$ cat src/rtl/clock_generator_if.sv
// Control and status bundle of the programmable system-clock generator.
// The master drives the run request and ratio; the slave returns the clock, strobes and cycle count.
interface clock_generator_if #(
  parameter int DIV_W = 8,
  parameter int CNT_W = 32
);
  logic             enable;
  logic [DIV_W-1:0] div_sel;
  logic             clock;
  logic             clock_rise;
  logic             clock_fall;
  logic [CNT_W-1:0] cycle_count;

  modport master (
    output enable,
    output div_sel,
    input  clock,
    input  clock_rise,
    input  clock_fall,
    input  cycle_count
  );

  modport slave (
    input  enable,
    input  div_sel,
    output clock,
    output clock_rise,
    output clock_fall,
    output cycle_count
  );
endinterface

$ cat src/rtl/clock_generator.sv
// Glitch-free 50%-duty programmable divider producing the processor clock from clk,
// with registered edge strobes and a wrapping count of completed rising edges.
module clock_generator #(
  parameter int DIV_W        = 8,
  parameter int DEFAULT_HALF = 5,
  parameter int CNT_W        = 32
) (
  input  logic                clk,
  input  logic                rst_n,
  clock_generator_if.slave    bus
);

  localparam logic [DIV_W-1:0] DEF_HP =
    (DEFAULT_HALF == 0) ? DIV_W'(1) : DIV_W'(DEFAULT_HALF);

  typedef enum logic {
    ST_PARKED,
    ST_RUN
  } state_t;

  state_t           state;
  logic             fresh;
  logic [DIV_W-1:0] hp_active;
  logic [DIV_W-1:0] hp_cur;
  logic [DIV_W-1:0] phase_cnt;
  logic             clock_q;
  logic             rise_q;
  logic             fall_q;
  logic [CNT_W-1:0] count_q;

  logic [DIV_W-1:0] hp_req;
  logic [DIV_W-1:0] hp_wake;
  logic             phase_end;

  // hp_cur is the length of the phase in progress; hp_active only takes over
  // at the next rise, so a ratio change never shortens the current period.
  always_comb begin
    hp_req    = (bus.div_sel == '0) ? DIV_W'(1) : bus.div_sel;
    hp_wake   = fresh ? hp_active : hp_req;
    phase_end = (phase_cnt == hp_cur - DIV_W'(1));
  end

  always_ff @(posedge clk or negedge rst_n) begin
    if (!rst_n) begin
      state     <= ST_PARKED;
      fresh     <= 1'b1;
      hp_active <= DEF_HP;
      hp_cur    <= DEF_HP;
      phase_cnt <= '0;
      clock_q   <= 1'b0;
      rise_q    <= 1'b0;
      fall_q    <= 1'b0;
      count_q   <= '0;
    end else begin
      rise_q <= 1'b0;
      fall_q <= 1'b0;
      fresh  <= 1'b0;
      case (state)
        ST_PARKED: begin
          hp_active <= hp_wake;
          if (bus.enable) begin
            state  <= ST_RUN;
            hp_cur <= hp_wake;
            // The waking edge is the first counted edge of the low phase.
            if (hp_wake == DIV_W'(1)) begin
              clock_q   <= 1'b1;
              rise_q    <= 1'b1;
              count_q   <= count_q + CNT_W'(1);
              phase_cnt <= '0;
            end else begin
              phase_cnt <= DIV_W'(1);
            end
          end
        end
        default: begin
          if (!phase_end) begin
            phase_cnt <= phase_cnt + DIV_W'(1);
          end else begin
            phase_cnt <= '0;
            if (clock_q) begin
              clock_q   <= 1'b0;
              fall_q    <= 1'b1;
              hp_active <= hp_req;
              if (!bus.enable) state <= ST_PARKED;
            end else if (bus.enable) begin
              clock_q <= 1'b1;
              rise_q  <= 1'b1;
              count_q <= count_q + CNT_W'(1);
              hp_cur  <= hp_active;
            end else begin
              state <= ST_PARKED;
            end
          end
        end
      endcase
    end
  end

  assign bus.clock       = clock_q;
  assign bus.clock_rise  = rise_q;
  assign bus.clock_fall  = fall_q;
  assign bus.cycle_count = count_q;

endmodule

$ cat src/flat_wrapper.sv
// flat-port wrapper written by rule: the top's interface ports become plain ports
module clock_generator_flat 
#(
  parameter int DIV_W        = 8,
  parameter int DEFAULT_HALF = 5,
  parameter int CNT_W        = 32
)
  (clk, rst_n, bus_enable, bus_div_sel, bus_clock, bus_clock_rise, bus_clock_fall, bus_cycle_count);
  clock_generator_if #(.DIV_W(DIV_W), .CNT_W(CNT_W)) bus_i ();
  input  logic clk;
  input  logic rst_n;
  input wire logic [$bits(bus_i.enable)-1:0] bus_enable;
  input wire logic [$bits(bus_i.div_sel)-1:0] bus_div_sel;
  output wire logic [$bits(bus_i.clock)-1:0] bus_clock;
  output wire logic [$bits(bus_i.clock_rise)-1:0] bus_clock_rise;
  output wire logic [$bits(bus_i.clock_fall)-1:0] bus_clock_fall;
  output wire logic [$bits(bus_i.cycle_count)-1:0] bus_cycle_count;
  assign bus_i.enable = bus_enable;
  assign bus_i.div_sel = bus_div_sel;
  assign bus_clock = bus_i.clock;
  assign bus_clock_rise = bus_i.clock_rise;
  assign bus_clock_fall = bus_i.clock_fall;
  assign bus_cycle_count = bus_i.cycle_count;
  clock_generator #(.DIV_W(DIV_W), .DEFAULT_HALF(DEFAULT_HALF), .CNT_W(CNT_W)) u_core (.clk(clk), .rst_n(rst_n), .bus(bus_i));
endmodule
$ cat config.mk
export PLATFORM = sky130hd
export DESIGN_NAME = clock_generator_flat
export DESIGN_NICKNAME = d
export VERILOG_FILES = /design/src/rtl/clock_generator_if.sv /design/src/rtl/clock_generator.sv /design/src/flat_wrapper.sv
export SDC_FILE = /design/constraint.sdc
export NUM_CORES = 1
export LEC_CHECK = 0
export BUFFER_PORTS_ARGS = -buffer_cell sky130_fd_sc_hd__buf_2
export CAP_MARGIN = 20
export CORE_AREA = 3 3 95 106
export DETAILED_ROUTE_END_ITERATION = 8
export DIE_AREA = 0 0 98 109
export GPL_TIMING_DRIVEN = 1
export SLEW_MARGIN = 10
export SYNTH_ARGS = -nofsm -noshare
export SYNTH_HDL_FRONTEND = slang
export SYNTH_SLANG_ARGS = --single-unit
$ cat constraint.sdc
create_clock -name clk -period 3 [get_ports clk]
set_clock_uncertainty 0.05 [all_clocks]
set_input_delay 0.45 -clock clk [delete_from_list [all_inputs] [get_ports clk]]
set_output_delay 0.45 -clock clk [all_outputs]
set_load 0.1 [all_outputs]
# After elaboration in Yosys (flattened, before gate mapping)
# Cells that the tools add are included.
# W data, S select, Z words.
[totals]
regBits = 61
latchBits = 0
mem_bits_rw = 0
romBits = 0
input_bits = 11
out_inout_bits = 35
n_memories = 0
[classes]
add_sub_neg = 3
mul = 0
n_div = 0
order_cmp = 0
eq_ne = 6
shift = 0
muxes = 35
bitwise_logic = 0
reduce_logical = 7
[ops]
columns = ["op", "n"]
rows = [
  ["$mux W32", 6],
  ["$mux W8", 13],
  ["$add A32 B1 Y32 const B", 1],
  ["$mux W1", 16],
  ["$add A8 B1 Y8 const B", 1],
  ["$eq A8 B1 Y1 const B", 1],
  ["$eq A8 B8 Y1", 1],
  ["$logic_not A8 Y1", 1],
  ["$sub A8 B1 Y8 const B", 1],
  ["$ne A2 B2 Y1 const B", 3],
  ["$reduce_and A5 Y1", 1],
  ["$reduce_and A4 Y1", 1],
  ["$reduce_bool A2 Y1", 2],
  ["$ne A3 B2 Y1 const B", 1],
  ["$reduce_and A3 Y1", 1],
  ["$reduce_and A2 Y1", 1],
]

# Longest topological paths before layout
[logic_depth]
depth_word = 7
depth_mapped = 10

# Worst setup path after synthesis
# Ideal clock, no wire load.
[synth_timing]
path_kind = "reg-to-reg"
startpoint = "register u_core.count_q[9], in the netlist u_core.bus.cycle_count[9]"
endpoint = "register u_core.count_q[30], in the netlist u_core.bus.cycle_count[30]"
setup_ps = 158
arrival_time_ps = 2783
required_ps = 2792
path_slack_ps = 9
path_stages_with_launch = 7
period_less_slack_ps = 2991
cell_sequence = "dfrtp_1 -> nand4_1 -> or3b_2 -> or4_1 -> o41ai_4 -> nand4_1 -> xnor2_1"
[synth_via]
elab_chain_cells = 5
[synth_lines]
columns = ["element", "line_no", "rtl"]
rows = [
  ["from (decl)", "clock_generator.sv:29", "logic [CNT_W-1:0] count_q;"],
  ["from (signal assigned)", "clock_generator.sv:68", "count_q <= count_q + CNT_W'(1);"],
  ["from (signal assigned)", "clock_generator.sv:88", "count_q <= count_q + CNT_W'(1);"],
  ["$add A32 B1 Y32 (*)", "clock_generator.sv:68, clock_generator.sv:88", ""],
  ["$mux W32", "clock_generator.sv:85", "end else if (bus.enable) begin"],
  ["$mux W32", "clock_generator.sv:80", "if (clock_q) begin"],
  ["$mux W32", "clock_generator.sv:76", "if (!phase_end) begin"],
  ["$mux W32 (*)", "clock_generator.sv:58", "case (state)"],
]
# Mark *: on every way between the ends. The rest lies on a longest branch, timed or not. The select of a mux whose other input is x is not followed.
# A chain may end at the register's enable or synchronous reset.

# Final worst setup path
[layout_timing]
startpoint = "register u_core.hp_cur[0]"
endpoint = "register u_core.count_q[30], in the netlist u_core.bus.cycle_count[30]"
[layout_via]
elab_chain_cells = 4
[layout_lines]
columns = ["element", "line_no", "rtl"]
rows = [
  ["from (decl)", "clock_generator.sv:24", "logic [DIV_W-1:0] hp_cur;"],
  ["from (signal assigned)", "clock_generator.sv:63", "hp_cur <= hp_wake;"],
  ["from (signal assigned)", "clock_generator.sv:89", "hp_cur <= hp_active;"],
  ["$sub A8 B1 Y8 (*)", "clock_generator.sv:40", "phase_end = (phase_cnt == hp_cur - DIV_W'(1));"],
  ["$eq A8 B8 Y1 (*)", "clock_generator.sv:40", ""],
  ["$ne A3 B2 Y1 (no line) / $ne A2 B2 Y1 (equally long branches)", "-", ""],
  ["$reduce_and A5 Y1 (no line) (*)", "-", ""],
]
# Mark *: on every way between the ends. The rest lies on a longest branch, timed or not.

==> results.json <==
{
  "final_cell_area_um2": 3680,
  "grt_setup_unrepaired": "no",
  "hold_ws_ns": 0.0562,
  "core_area_um2": 8960,
  "nNetsFinal": 365,
  "cts_tree": "built",
  "finalCriticalPeriod_ns": 2.81,
  "track_usage_pct": 13.8,
  "maxCapViolations": 0,
  "place_area_um2": 3510,
  "htree_num_levels": 3,
  "wl_per_cell_um": 14.4,
  "syn_avg_cell_area_um2": 10.4,
  "final_core_util_pct": 41.1,
  "fin_setup_tns_ns": 0,
  "worst_pin_slew_ns": 0.533,
  "io_buffer_count": 45,
  "ys.flop_type": "dfrtp_1",
  "antenna_left": 0,
  "grt_pass1_vias": 2427,
  "cp.required_ns": 3.17,
  "drc": 0,
  "start_kind": "flop",
  "layout-drive-gt1-share_pct": 23.0,
  "power_mw": 1.50,
  "antenna_found_initial": 0,
  "ys_types": 50,
  "slew_headroom_pct": 64.5,
  "area.growth.synth_to_final_pct": 17.1,
  "place_ws_ns": 0.208,
  "cts.sinks": 61,
  "r2r_slack_ns": 0.19,
  "cts_buffer_depth": 2,
  "first_pass_iters": 4,
  "slew_viol_final": 0,
  "synth_area_leader_cell": "dfrtp_1",
  "cts_made_buffers": 9,
  "hold_path_class": "in2async",
  "die_h_um": 109,
  "routed_wirelength_um": 6790,
  "worst_slack_ns": 0.186,
  "synth_nets": 316,
  "initial_utilization_pct": 35.1,
  "cts_setup_buffers": 0,
  "fin_crit_sh_pct": 93.8,
  "viasPerCell": 5.16,
  "root_buffer": "clkbuf_8",
  "vias": 2427,
  "overflow": 0,
  "path_class": "reg2reg",
  "die_w_um": 98,
  "netlist_top_cells_area": "dfrtp_1 45%, xnor2_1 8.1%, dfstp_2 4.2%",
  "yosysSeqAreaShare_pct": 48.8,
  "rr_worst_depth": 9,
  "fillers": 840,
  "hold_viol_final": 0,
  "clk_pin_slew_worst_paths_ns": 0.07,
  "max_freq_mhz": 355,
  "gp_congestion": 0.756,
  "num_io_pins": 46,
  "synth_edf_count": 0,
  "grt_max_degree": 62,
  "p_per_area_nw_per_um2": 409,
  "syn_area_um2": 3140,
  "synth-async-reset-ratio_pct": 100,
  "rows": 36,
  "yosys_warnings": 0,
  "placed_cells": 454,
  "peakVddDrop_v": 0.000216,
  "dp_hpwl_um": 4860,
  "die_area_um2": 10700,
  "syn-instance-count": 302,
  "cp-end-kind": "flop",
  "cts_resized": 0,
  "setup_viol": 0,
  "cp_max_fo": 6,
  "grt_pass1_wl_um": 11900,
  "drt_iter0_drc": 131,
  "status": "completed",
  "antenna_cells": 0,
  "clock_latency_ns": 0.33,
  "synth_top_area_share_pct": 44.6,
  "p_leak_nw": 1.78,
  "ys_ff_latch": 61,
  "final_cells": 470,
  "hold_buffers": 0,
  "crit_arrival_ns": 2.98
}
cells by family after synthesis:
| logic type | Yosys count | synth area share, % |
|---|---|---|
| buffers and inverters | 18 | 2.47 |
| other | 1 | 0.119 |
| flip-flops | 61 | 48.8 |
| multiplexers | 16 | 5.37 |
| AND/OR/NAND/NOR | 119 | 19.9 |
| XOR/XNOR | 40 | 11.1 |
| adder cells (fa/ha/maj) | 3 | 1.19 |
| AO/OA/AOI/OAI | 44 | 11.0 |
cell usage in the layout, fill, tap and decap left out, types with 10 or more instances in the layout:
| cell | count |
|---|---|
| dfrtp_1 | 56 |
| buf_2 | 45 |
| xnor2_1 | 29 |
| nand2_1 | 29 |
| nor2_1 | 20 |
| nand4_1 | 13 |
| nand3_1 | 12 |
| and3_1 | 12 |
| xor2_1 | 11 |
| clkbuf_8 | 10 |
report_power, final:
part	total [mW]	leakage [nW]	switching [mW]	internal (mW)
Combinational	0.0391	0.887	0.0289	0.0101
Clock	0.640	0.0824	0.320	0.320
Sequential	0.825	0.809	0.00108	0.824
Total	1.50	1.78	0.350	1.15
critical path: stages, from the launching register on:
cell and delay [ns]:
dfstp_2 0.57, inv_1 0.06, ha_1 0.24, xor2_1 0.18, xnor2_1 0.16, a32oi_1 0.11, or3_1 0.50, o41ai_4 0.52
nand4_1 0.17, xnor2_1 0.15
cell type report:
type                    count  area, um2  area share [%]
multi-input cells         223       1540            41.8
flip-flops and latches     61       1530            41.6
repair buffers             50        275            7.48
clock buffers              12        145            3.94
well taps                 114        143            3.87
clock inverters             4       25.0           0.680
inverters                   6       22.5           0.612
synthesized netlist by cell type, types with 3 or more instances:
master     n
xnor2_1   29
xor2_1    11
mux2_1     7
nor2_1    20
mux2i_1    9
o21ai_0    5
nand4_1   13
dfrtp_1   56
o22ai_1    3
nand3_1   12
and3_1    12
inv_1      6
nor3_1     9
clkbuf_1   6
a31oi_1    6
ha_1       3
or4_1      3
nand2_1   29
dfstp_2    5
a211o_1    3
a21oi_1    9
nor4_1     5
buf_2      5
sequential cells by signal, summed over array words and instances (netlist names):
| signal | count |
|---|---|
| u_core.bus.clock | 1 |
| u_core.bus.clock_fall | 1 |
| u_core.bus.clock_rise | 1 |
| u_core.bus.cycle_count | 32 |
| u_core.fresh | 1 |
| u_core.hp_active | 8 |
| u_core.hp_cur | 8 |
| u_core.phase_cnt | 8 |
| u_core.state | 1 |
path summary, 6_finish.rpt:
kind / start / end
setup / recovery: u_core.hp_cur[0]$_DFFE_PN1P_ / u_core.bus.cycle_count[30]$_DFFE_PN0P_
hold / removal: rst_n / u_core.bus.cycle_count[23]$_DFFE_PN0P_
setup reg to reg: u_core.hp_cur[0]$_DFFE_PN1P_ / u_core.bus.cycle_count[30]$_DFFE_PN0P_
hold reg to reg: u_core.bus.cycle_count[31]$_DFFE_PN0P_ / u_core.bus.cycle_count[31]$_DFFE_PN0P_
max in group asynchronous: rst_n / u_core.hp_cur[0]$_DFFE_PN1P_
min in group clk: bus_div_sel[4] / u_core.hp_active[4]$_DFFE_PN0P_
per-layer routing:
layer / track usage (%) / share of wire, % / up-vias / wire length (um)
li1: - / - / 1177 / -
met1: 18.1 / 46 / 1193 / 3120
met2: 22.4 / 50 / 49 / 3370
met3: 3.77 / 3.3 / 8 / 227
met4: 3.86 / 1.1 / 0 / 75
met5: 0 / 0 / - / 0
Power figures use the tool's default switching activity.
